## src/rtl/uart_pkg.sv

```systemverilog
// Shared types for the UART receive path.
// Byte type and FIFO operation encoding used by RTL and bench.
package uart_pkg;

  localparam int UART_DATA_W = 8;

  typedef logic [UART_DATA_W-1:0] uart_byte_t;

  typedef enum logic [2:0] {
    NONE,
    PUSH,
    POP,
    PUSH_POP,
    FLUSH
  } fifo_op_t;

endpackage

```

## src/rtl/uart_rx_fifo_if.sv

```systemverilog
// Byte stream bundle between UART receiver, buffer and consumer.
// slave is the buffer view, master is the environment view.
interface uart_rx_fifo_if;
  import uart_pkg::*;

  uart_byte_t rx_data;
  logic       rx_valid;
  uart_byte_t rd_data;
  logic       rd_valid;
  logic       rd_ready;

  modport master (
    output rx_data,
    output rx_valid,
    output rd_ready,
    input  rd_data,
    input  rd_valid
  );

  modport slave (
    input  rx_data,
    input  rx_valid,
    input  rd_ready,
    output rd_data,
    output rd_valid
  );

endinterface

```

## src/rtl/sync_fifo.sv

```systemverilog
// Generic single-clock first-word-fall-through FIFO.
// Full/empty are left to the caller, which sees the occupancy count.
module sync_fifo #(
  parameter int DEPTH = 16,
  parameter int WIDTH = 8,
  localparam int PW = $clog2(DEPTH),
  localparam int CW = $clog2(DEPTH) + 1
) (
  input  logic             clk,
  input  logic             rst,
  input  logic             push,
  input  logic             pop,
  input  logic             flush,
  input  logic [WIDTH-1:0] wdata,
  output logic [WIDTH-1:0] rdata,
  output logic [CW-1:0]    count
);

  logic [WIDTH-1:0] mem [DEPTH];
  logic [PW-1:0]    wrPtr;
  logic [PW-1:0]    rdPtr;
  logic [CW-1:0]    cnt;

  always_ff @(posedge clk) begin
    if (!rst && !flush && push) begin
      mem[wrPtr] <= wdata;
    end
  end

  always_ff @(posedge clk) begin
    if (rst || flush) begin
      wrPtr <= '0;
      rdPtr <= '0;
      cnt   <= '0;
    end else begin
      if (push) begin
        wrPtr <= wrPtr + PW'(1);
      end
      if (pop) begin
        rdPtr <= rdPtr + PW'(1);
      end
      unique case ({push, pop})
        2'b10:   cnt <= cnt + CW'(1);
        2'b01:   cnt <= cnt - CW'(1);
        default: cnt <= cnt;
      endcase
    end
  end

  // Head is masked to zero when empty so reset shows a clean byte.
  assign rdata = (cnt == '0) ? '0 : mem[rdPtr];
  assign count = cnt;

endmodule

```

## src/rtl/uart_rx_fifo.sv

```systemverilog
// Receive-side byte buffer behind the UART receiver.
// Edge-detects frame-valid, arbitrates push/pop/flush, tracks drops.
module uart_rx_fifo
  import uart_pkg::*;
#(
  parameter int DEPTH       = 16,
  parameter int ALMOST_FULL = 12,
  parameter int DROP_CNT_W  = 8,
  localparam int CW = $clog2(DEPTH) + 1
) (
  input  logic                  clk,
  input  logic                  rst,
  uart_rx_fifo_if.slave         bus,
  output logic [CW-1:0]         count,
  output logic                  empty,
  output logic                  full,
  output logic                  almost_full,
  output logic                  overflow,
  output logic [DROP_CNT_W-1:0] drop_count,
  input  logic                  overflow_clr,
  input  logic                  flush
);

  logic       rxValidQ;
  logic       pushReq;
  logic       popReq;
  logic       drop;
  logic       fifoPush;
  logic       fifoPop;
  logic       fifoFlush;
  fifo_op_t   op;
  uart_byte_t headByte;

  // Reset to one so a level already high at release is not a new frame.
  always_ff @(posedge clk) begin
    if (rst) begin
      rxValidQ <= 1'b1;
    end else begin
      rxValidQ <= bus.rx_valid;
    end
  end

  assign pushReq = bus.rx_valid & ~rxValidQ;
  assign popReq  = bus.rd_valid & bus.rd_ready;

  always_comb begin
    op   = NONE;
    drop = 1'b0;
    unique case (1'b1)
      flush: begin
        op = FLUSH;
      end
      !flush && pushReq && popReq: begin
        op = PUSH_POP;
      end
      !flush && pushReq && !popReq && !full: begin
        op = PUSH;
      end
      !flush && pushReq && !popReq && full: begin
        drop = 1'b1;
      end
      !flush && !pushReq && popReq: begin
        op = POP;
      end
      default: begin
        op = NONE;
      end
    endcase
  end

  assign fifoPush  = (op == PUSH) || (op == PUSH_POP);
  assign fifoPop   = (op == POP) || (op == PUSH_POP);
  assign fifoFlush = (op == FLUSH);

  sync_fifo #(
    .DEPTH (DEPTH),
    .WIDTH (UART_DATA_W)
  ) u_fifo (
    .clk   (clk),
    .rst   (rst),
    .push  (fifoPush),
    .pop   (fifoPop),
    .flush (fifoFlush),
    .wdata (bus.rx_data),
    .rdata (headByte),
    .count (count)
  );

  // A drop in the clear cycle wins and restarts the tally at one.
  always_ff @(posedge clk) begin
    if (rst) begin
      overflow   <= 1'b0;
      drop_count <= '0;
    end else if (drop) begin
      overflow <= 1'b1;
      if (overflow_clr) begin
        drop_count <= DROP_CNT_W'(1);
      end else if (!(&drop_count)) begin
        drop_count <= drop_count + DROP_CNT_W'(1);
      end
    end else if (overflow_clr) begin
      overflow   <= 1'b0;
      drop_count <= '0;
    end
  end

  assign empty        = (count == '0);
  assign full         = (count == CW'(DEPTH));
  assign almost_full  = (count >= CW'(ALMOST_FULL));
  assign bus.rd_valid = ~empty;
  assign bus.rd_data  = headByte;

endmodule

```

## src/flat_wrapper.sv

```systemverilog
// flat-port wrapper written by rule: the top's interface ports become plain ports
module uart_rx_fifo_flat import uart_pkg::*;
#(
  parameter int DEPTH       = 16,
  parameter int ALMOST_FULL = 12,
  parameter int DROP_CNT_W  = 8,
  localparam int CW = $clog2(DEPTH) + 1
)
  (clk, rst, count, empty, full, almost_full, overflow, drop_count, overflow_clr, flush, bus_rx_data, bus_rx_valid, bus_rd_ready, bus_rd_data, bus_rd_valid);
  uart_rx_fifo_if bus_i ();
  input  logic clk;
  input  logic rst;
  output logic [CW-1:0] count;
  output logic empty;
  output logic full;
  output logic almost_full;
  output logic overflow;
  output logic [DROP_CNT_W-1:0] drop_count;
  input  logic overflow_clr;
  input  logic flush;
  input wire logic [$bits(bus_i.rx_data)-1:0] bus_rx_data;
  input wire logic [$bits(bus_i.rx_valid)-1:0] bus_rx_valid;
  input wire logic [$bits(bus_i.rd_ready)-1:0] bus_rd_ready;
  output wire logic [$bits(bus_i.rd_data)-1:0] bus_rd_data;
  output wire logic [$bits(bus_i.rd_valid)-1:0] bus_rd_valid;
  assign bus_i.rx_data = bus_rx_data;
  assign bus_i.rx_valid = bus_rx_valid;
  assign bus_i.rd_ready = bus_rd_ready;
  assign bus_rd_data = bus_i.rd_data;
  assign bus_rd_valid = bus_i.rd_valid;
  uart_rx_fifo #(.DEPTH(DEPTH), .ALMOST_FULL(ALMOST_FULL), .DROP_CNT_W(DROP_CNT_W)) u_core (.clk(clk), .rst(rst), .bus(bus_i), .count(count), .empty(empty), .full(full), .almost_full(almost_full), .overflow(overflow), .drop_count(drop_count), .overflow_clr(overflow_clr), .flush(flush));
endmodule
```

## config.mk

```make
export PLATFORM = sky130hd
export DESIGN_NAME = uart_rx_fifo_flat
export DESIGN_NICKNAME = d
export VERILOG_FILES = /design/src/rtl/uart_pkg.sv /design/src/rtl/uart_rx_fifo_if.sv /design/src/rtl/sync_fifo.sv /design/src/rtl/uart_rx_fifo.sv /design/src/flat_wrapper.sv
export SDC_FILE = /design/constraint.sdc
export NUM_CORES = 1
export LEC_CHECK = 0
export BUFFER_PORTS_ARGS = -buffer_cell sky130_fd_sc_hd__clkbuf_2
export CAP_MARGIN = 5
export CORE_MARGIN = 2
export CORE_UTILIZATION = 54
export CTS_CLUSTER_DIAMETER = 200
export DETAILED_ROUTE_END_ITERATION = 10
export GPL_TIMING_DRIVEN = 1
export PLACE_DENSITY_LB_ADDON = 0.3
export SYNTH_ARGS = -nofsm -noshare
export SYNTH_HDL_FRONTEND = slang
export SYNTH_SLANG_ARGS = --single-unit
```

## constraint.sdc

```tcl
create_clock -name clk -period 2.36 [get_ports clk]
set_input_delay 0.118 -clock clk [delete_from_list [all_inputs] [get_ports clk]]
set_output_delay 0.118 -clock clk [all_outputs]
set_load 0.01 [all_outputs]
```

==> flow_metrics.tcl, run 1 <==
set metrics [dict create \
    fin_worst_skew_ns 0.009610 \
    worstReg2RegStart "u_core.u_fifo.count[1]$_SDFFE_PP0P_" \
    power.density_nw_per_um2 740.2 \
    grt_pass1_wl_mm 19.62 \
    totalWireLength_mm 12.62 \
    holdWs_ns 0.01919 \
    ios 40 \
    final_hold_viol_count 0 \
    syn_nets 413 \
    hold_class "in -> reg" \
    synth_edf_count 128 \
    finish.net_count 499 \
    numCtsBuffers 17 \
    synth_area_leaders "edfxtp_1 60%, mux4_2 11%, dfxtp_1 8.4%, mux2i_1 2.2%, nor2_1 2.1%" \
    rows 39 \
    drtAntennaViolNets 0 \
    synth_cell_types 47 \
    drive_gt1_share_pct 36.42 \
    setup-violations-final 2 \
    slowest_stage "or4_4" \
    cpPeakStageDelay_ns 0.55 \
    cts_tree "built" \
    min_path_cells 2 \
    synth_common_cells "128 x edfxtp_1, 36 x nor2_1, 32 x mux4_2" \
    ir_drop_mv 0.3963 \
    outcome "complete, but fails checks" \
    r2r-end "u_core.u_fifo.count[4]$_SDFFE_PP0P_" \
    min_period_ns 2.397 \
    dp.cells 584 \
    gp_congestion 0.7654 \
    cts.sinks 155 \
    p_leak_nw 2.669 \
    drc 3 \
    die_area_um2 12740 \
    maxSlewHeadroom_pct 50.44 \
    required_ns 2.70 \
    crit_buf_inv 1 \
    synth_warnings 0 \
    clk_latency_ns 0.41 \
    setup_ws_ns -0.03745 \
    layout.cells.non_filler 629 \
    grt_max_degree 33 \
    route.vias.total 3712 \
    worstPathArrival_ns 2.74 \
    dpl.hpwl_mm 8.063 \
    endpoint_kind "register" \
    violations "design-rule violations, negative setup slack" \
    drt-initial-drc-count 277 \
    max_freq_mhz 417.1 \
    synth.cell_area_um2 6400 \
    cp-start-kind "register" \
    grt_usage_pct 20.81 \
    min_to "u_core.overflow$_SDFFE_PP0P_" \
    yosys.area.top_type_share_pct 60.06 \
    die_y_um 112.9 \
    tightest_slew_ns 0.7424 \
    clock_path_buffers 2 \
    syn_inst 388 \
    path_clk_slew_ns 0.06 \
    worst-path-max-fanout 4 \
    async_reset_ff_share_pct 0 \
    yosysSeqAreaShare_pct 68.50 \
    via_per_inst 5.901 \
    fin_area_um2 7784 \
    min_from "rst" \
    critPathKind "reg -> reg" \
    place_area_um2 6989 \
    first_pass_iters 7 \
    yosysMostFrequentCell "edfxtp_1" \
    grt_overflow 0 \
    die_x_um 112.9 \
    yosysTopAreaCell "edfxtp_1" \
    core_area_um2 11520 \
    timing.setup.tns_ns -0.05335 \
    maxCapViolations 0 \
    fin_crit_sh_pct 101.6 \
    synth_area_per_cell_um2 16.49 \
    root_buffer "clkbuf_16" \
    postSynthRegisterBits 155 \
    synth_ff_type "edfxtp_1" \
    antenna_found_initial 0 \
    critical-path-top-delay-family "simple AND/OR/NAND/NOR gates" \
    rsz0062_at_grt "yes" \
    wl_per_cell_um 20.07 \
    num_antenna_cells 0 \
    portBuffers 39 \
    rr_worst_depth 10 \
    crit_chain "or4_4 -> o21ai_4 -> nor2_2 -> ha_4 -> buf_4 -> ha_4 -> nor2_1 -> a21oi_2 -> mux2i_1 -> mux2i_1" \
    finalMaxSlewViolations 0 \
    grt_pass1_vias 3766 \
    htree_levels 4 \
    area_growth_pct 21.62 \
    r2r_setup_slack_ns -0.04 \
    initial_core_util_pct 55.57 \
]
-- sequential cells by signal (all words and copies together) (netlist names), named ones only --
signal / flops
u_core.u_fifo.wrPtr: 4
u_core.overflow: 1
u_core.u_fifo.mem: 128
u_core.u_fifo.rdPtr: 4
u_core.drop_count: 8
u_core.u_fifo.count: 5
u_core.rxValidQ: 1
-- cells by family (layout without fill, tap and decap cells) --
logic type                 Yosys count  in the layout  synth area share [%]
and+or+nand+nor                    101            101                 8.563
muxes                               46             46                 13.45
AOI/OAI and AO/OA                   41             41                 4.536
DFF                                155            155                 68.50
xor gates and xnor gates             6              6                0.8213
buffers and inverters               28            126                 1.857
adders and majority gates           11             11                 2.268
-- repair_timing --
action                                 4_1_cts  5_1_grt
setup endpoints to repair                    9        8
cloned                                       0        0
hold buffers                                 1        0
pin swaps                                    0       13
endpoints found under the hold margin        1        0
buffers inserted                             1       12
gates resized for setup                      5       13
-- per-layer routing --
layer	global-route usage, %	vias to the layer above	wire [µm]
met5	0	-	0
met4	7.805	0	165
met3	4.285	17	721
met2	36.67	114	6589
met1	25.54	1878	5144
li1	-	1703	-
-- where the power goes --
group / internal [W] / switching (W)
sequential: 0.00296 / 0.00000160
clock: 0.00175 / 0.000959
combinational: 0.0000310 / 0.0000649
total: 0.00474 / 0.00103
-- metrics by stage --
step | power [W] | worst slack [ns] | utilization (%)
after floorplan | 0.003054 | 0.01558 | -
after global placement | 0.003107 | 0.04498 | 60.69
after detailed placement | 0.003113 | -0.01571 | 60.69
after CTS | 0.005801 | 0.004328 | 66.19
after global routing | 0.005921 | -0.1090 | 67.59
final | 0.005761 | -0.03745 | 67.59
-- worst max-delay path by stage --
stage                                              startpoint                                  end  slack [ns]  cells past startpoint
final                     u_core.u_fifo.count[1]$_SDFFE_PP0P_  u_core.u_fifo.count[4]$_SDFFE_PP0P_       -0.04                     10
after global routing      u_core.u_fifo.count[1]$_SDFFE_PP0P_  u_core.u_fifo.count[3]$_SDFFE_PP0P_       -0.11                      9
after global placement    u_core.u_fifo.count[1]$_SDFFE_PP0P_  u_core.u_fifo.count[4]$_SDFFE_PP0P_        0.04                      9
after detailed placement  u_core.u_fifo.count[1]$_SDFFE_PP0P_  u_core.u_fifo.count[4]$_SDFFE_PP0P_       -0.02                      9
after CTS                 u_core.u_fifo.count[1]$_SDFFE_PP0P_                       bus_rd_data[0]       0.004                      5
after floorplan           u_core.u_fifo.count[3]$_SDFFE_PP0P_  u_core.u_fifo.count[4]$_SDFFE_PP0P_        0.02                     10
-- worst register-to-register path: stages, from the launching register on --
cell,delay [ns]
dfxtp_4,0.36
or4_4,0.55
o21ai_4,0.15
nor2_2,0.07
ha_4,0.19
buf_4,0.15
ha_4,0.27
nor2_1,0.05
a21oi_2,0.12
mux2i_1,0.23
mux2i_1,0.19
-- layout by cell type, fill, tap and decap left out, types with 3 or more instances in the layout --
master       n
a211oi_1    11
a211oi_2     6
a21oi_1      9
buf_4       44
bufinv_16    4
clkbuf_1     4
clkbuf_16   17
clkbuf_2    39
clkinv_1     3
dfxtp_1     23
edfxtp_1   128
ha_1         6
ha_4         4
inv_1        8
mux2i_1     14
mux4_2      32
nand2_1     10
nand2b_1     3
nand3_1      8
nand3b_1     4
nand4_1      5
nor2_1      35
nor2b_1      9
nor3_1       5
or2_2        3
or3_1        3
xnor2_1      3
xor2_1       3
-- cell type report --
cell class	instances	area (µm²)
Timing Repair Buffer	86	566.8
Multi-Input combinational cell	205	2021
Sequential cell	155	4394
Fill cell	772	3732
Clock buffer	21	440.4
Tap cell	143	178.9
Inverter	9	33.78
Clock inverter	10	148.9
No activity file was read; power rests on OpenSTA's default activity.
==> run 2, diff against run 1 <==
--- a/config.mk
+++ b/config.mk
@@ -7,12 +7,13 @@
 export LEC_CHECK = 0
 export BUFFER_PORTS_ARGS = -buffer_cell sky130_fd_sc_hd__clkbuf_2
 export CAP_MARGIN = 5
-export CORE_MARGIN = 2
-export CORE_UTILIZATION = 54
+export CORE_UTILIZATION = 57
+export CTS_BUF_LIST = sky130_fd_sc_hd__clkbuf_8
 export CTS_CLUSTER_DIAMETER = 200
 export DETAILED_ROUTE_END_ITERATION = 10
 export GPL_TIMING_DRIVEN = 1
 export PLACE_DENSITY_LB_ADDON = 0.3
+export RECOVER_POWER = 100
 export SYNTH_ARGS = -nofsm -noshare
 export SYNTH_HDL_FRONTEND = slang
 export SYNTH_SLANG_ARGS = --single-unit
==> flow_metrics.tcl, run 2 (synthesis results as in run 1) <==
set metrics [dict create \
    outcome "complete, but fails checks" \
    violations "negative setup slack" \
    setup-violations-final 1 \
    totalWireLength_mm 12.49 \
    cp-start-kind "register" \
    largest_register "u_core.u_fifo.mem" \
    max_freq_mhz 423.2 \
    first_pass_iters 4 \
    root_buffer "clkbuf_8" \
    finalMaxSlewViolations 0 \
    path_clk_slew_ns 0.08 \
    via_per_inst 5.910 \
    r2r-end "u_core.u_fifo.count[4]$_SDFFE_PP0P_" \
    finish.net_count 497 \
    drc 0 \
    rr_worst_depth 11 \
    worstReg2RegStart "u_core.u_fifo.count[3]$_SDFFE_PP0P_" \
    rows 38 \
    portBuffers 39 \
    timing.setup.tns_ns -0.002882 \
    tightest_slew_ns 0.7605 \
    hold_class "in -> reg" \
    drtAntennaViolNets 0 \
    initial_core_util_pct 58.78 \
    clock_path_buffers 2 \
    grt_usage_pct 23.09 \
    rsz0062_at_grt "yes" \
    fin_crit_sh_pct 100.1 \
    cts_tree "built" \
    die_y_um 108.0 \
    fin_worst_skew_ns 0.01471 \
    drt-initial-drc-count 270 \
    numCtsBuffers 17 \
    min_path_cells 3 \
    setup_ws_ns -0.002882 \
    min_to "u_core.u_fifo.wrPtr[3]$_SDFFE_PP0P_" \
    p_leak_nw 2.528 \
    num_antenna_cells 0 \
    ir_drop_mv 0.4030 \
    grt_max_degree 33 \
    area_growth_pct 19.71 \
    grt_pass1_vias 3603 \
    final_common_cell "edfxtp_1" \
    worst-path-max-fanout 5 \
    ios 40 \
    route.vias.total 3694 \
    maxCapViolations 0 \
    wl_per_cell_um 19.99 \
    endpoint_kind "register" \
    cts.sinks 155 \
    maxSlewHeadroom_pct 49.23 \
    holdWs_ns 0.05364 \
    required_ns 2.74 \
    min_period_ns 2.363 \
    antenna_found_initial 0 \
    final_hold_viol_count 0 \
    htree_levels 4 \
    die_area_um2 11660 \
    final_cell_mix "128 x edfxtp_1, 35 x nor2_1, 32 x mux4_2" \
    gp_congestion 0.7857 \
    grt_pass1_wl_mm 19.04 \
    min_from "flush" \
    power.density_nw_per_um2 672.2 \
    die_x_um 108.0 \
    dpl.hpwl_mm 8.014 \
    grt_overflow 0 \
    drive_gt1_share_pct 32.58 \
    critPathKind "reg -> reg" \
    core_area_um2 10890 \
    clk_latency_ns 0.45 \
    r2r_setup_slack_ns -0.003 \
    worstPathArrival_ns 2.74 \
    largest_register_ffs 128 \
]
-- run 2: layer usage --
layer	track usage [%]	vias to the layer above	part of all wire (%)	wire length, µm
li1	-	1689	-	-
met1	29.26	1872	40	4999
met2	39.08	124	53	6589
met3	6.088	9	6.6	826
met4	7.143	0	0.61	76
met5	0	-	0	0
-- run 2: power by group --
group	total [W]	internal, W	leakage (nW)	switching [W]
clock	0.00210	0.00115	0.198	0.000952
combinational	0.0000975	0.0000317	0.958	0.0000657
sequential	0.00295	0.00295	1.37	0.00000144
-- run 2: cell type report --
cell class,count,area (µm²)
clock buffers,17,234.0
flip-flops and latches,155,4398
multi-input cells,205,2016
repair buffers,84,606.8
inverters,9,33.78
clock inverters,15,197.7
well taps,140,175.2
fillers,707,3227
-- run 2: worst max path at each step --
stage	start	to	slack [ns]	cells after the start
2_1_floorplan	u_core.u_fifo.count[3]$_SDFFE_PP0P_	u_core.u_fifo.count[4]$_SDFFE_PP0P_	0.02	10
3_3_place_gp	u_core.u_fifo.count[3]$_SDFFE_PP0P_	u_core.u_fifo.count[4]$_SDFFE_PP0P_	0.05	9
3_5_place_dp	u_core.u_fifo.count[3]$_SDFFE_PP0P_	u_core.u_fifo.count[4]$_SDFFE_PP0P_	-0.06	11
4_1_cts	u_core.u_fifo.count[2]$_SDFFE_PP0P_	u_core.u_fifo.count[4]$_SDFFE_PP0P_	-0.03	11
5_1_grt	u_core.u_fifo.count[3]$_SDFFE_PP0P_	u_core.u_fifo.count[4]$_SDFFE_PP0P_	-0.09	11
6_report	u_core.u_fifo.count[3]$_SDFFE_PP0P_	u_core.u_fifo.count[4]$_SDFFE_PP0P_	-0.003	11
-- run 2: through the flow --
stage / area (µm²) / utilization, % / instances / total power (W) / setup WS (ns)
5_1_grt: 7661 / 70.36 / 625 / 0.005291 / -0.08646
2_1_floorplan: 6439 / - / 388 / 0.003054 / 0.01558
3_3_place_gp: 7003 / 64.32 / 580 / 0.003107 / 0.05090
6_report: 7661 / 70.36 / 625 / 0.005149 / -0.002882
3_5_place_dp: 7003 / 64.32 / 580 / 0.003113 / -0.05661
4_1_cts: 7562 / 69.46 / 620 / 0.005198 / -0.03169
-- run 2: worst max-delay path: stages (launching register included) --
cell      delay, ns
dfxtp_2        0.33
buf_6          0.12
nor4_4         0.36
a21boi_4       0.10
inv_2          0.07
ha_4           0.18
inv_2          0.06
fa_2           0.34
nand2b_4       0.15
a21oi_4        0.13
mux2i_2        0.26
mux2i_1        0.19
-- run 2: timing repair --
action	in CTS	in global routing
hold endpoints to repair	3	0
gates cloned	0	2
gates resized for setup	10	14
pin swaps	4	6
hold buffers	4	0
buffers inserted	4	3
setup endpoints to repair	9	9
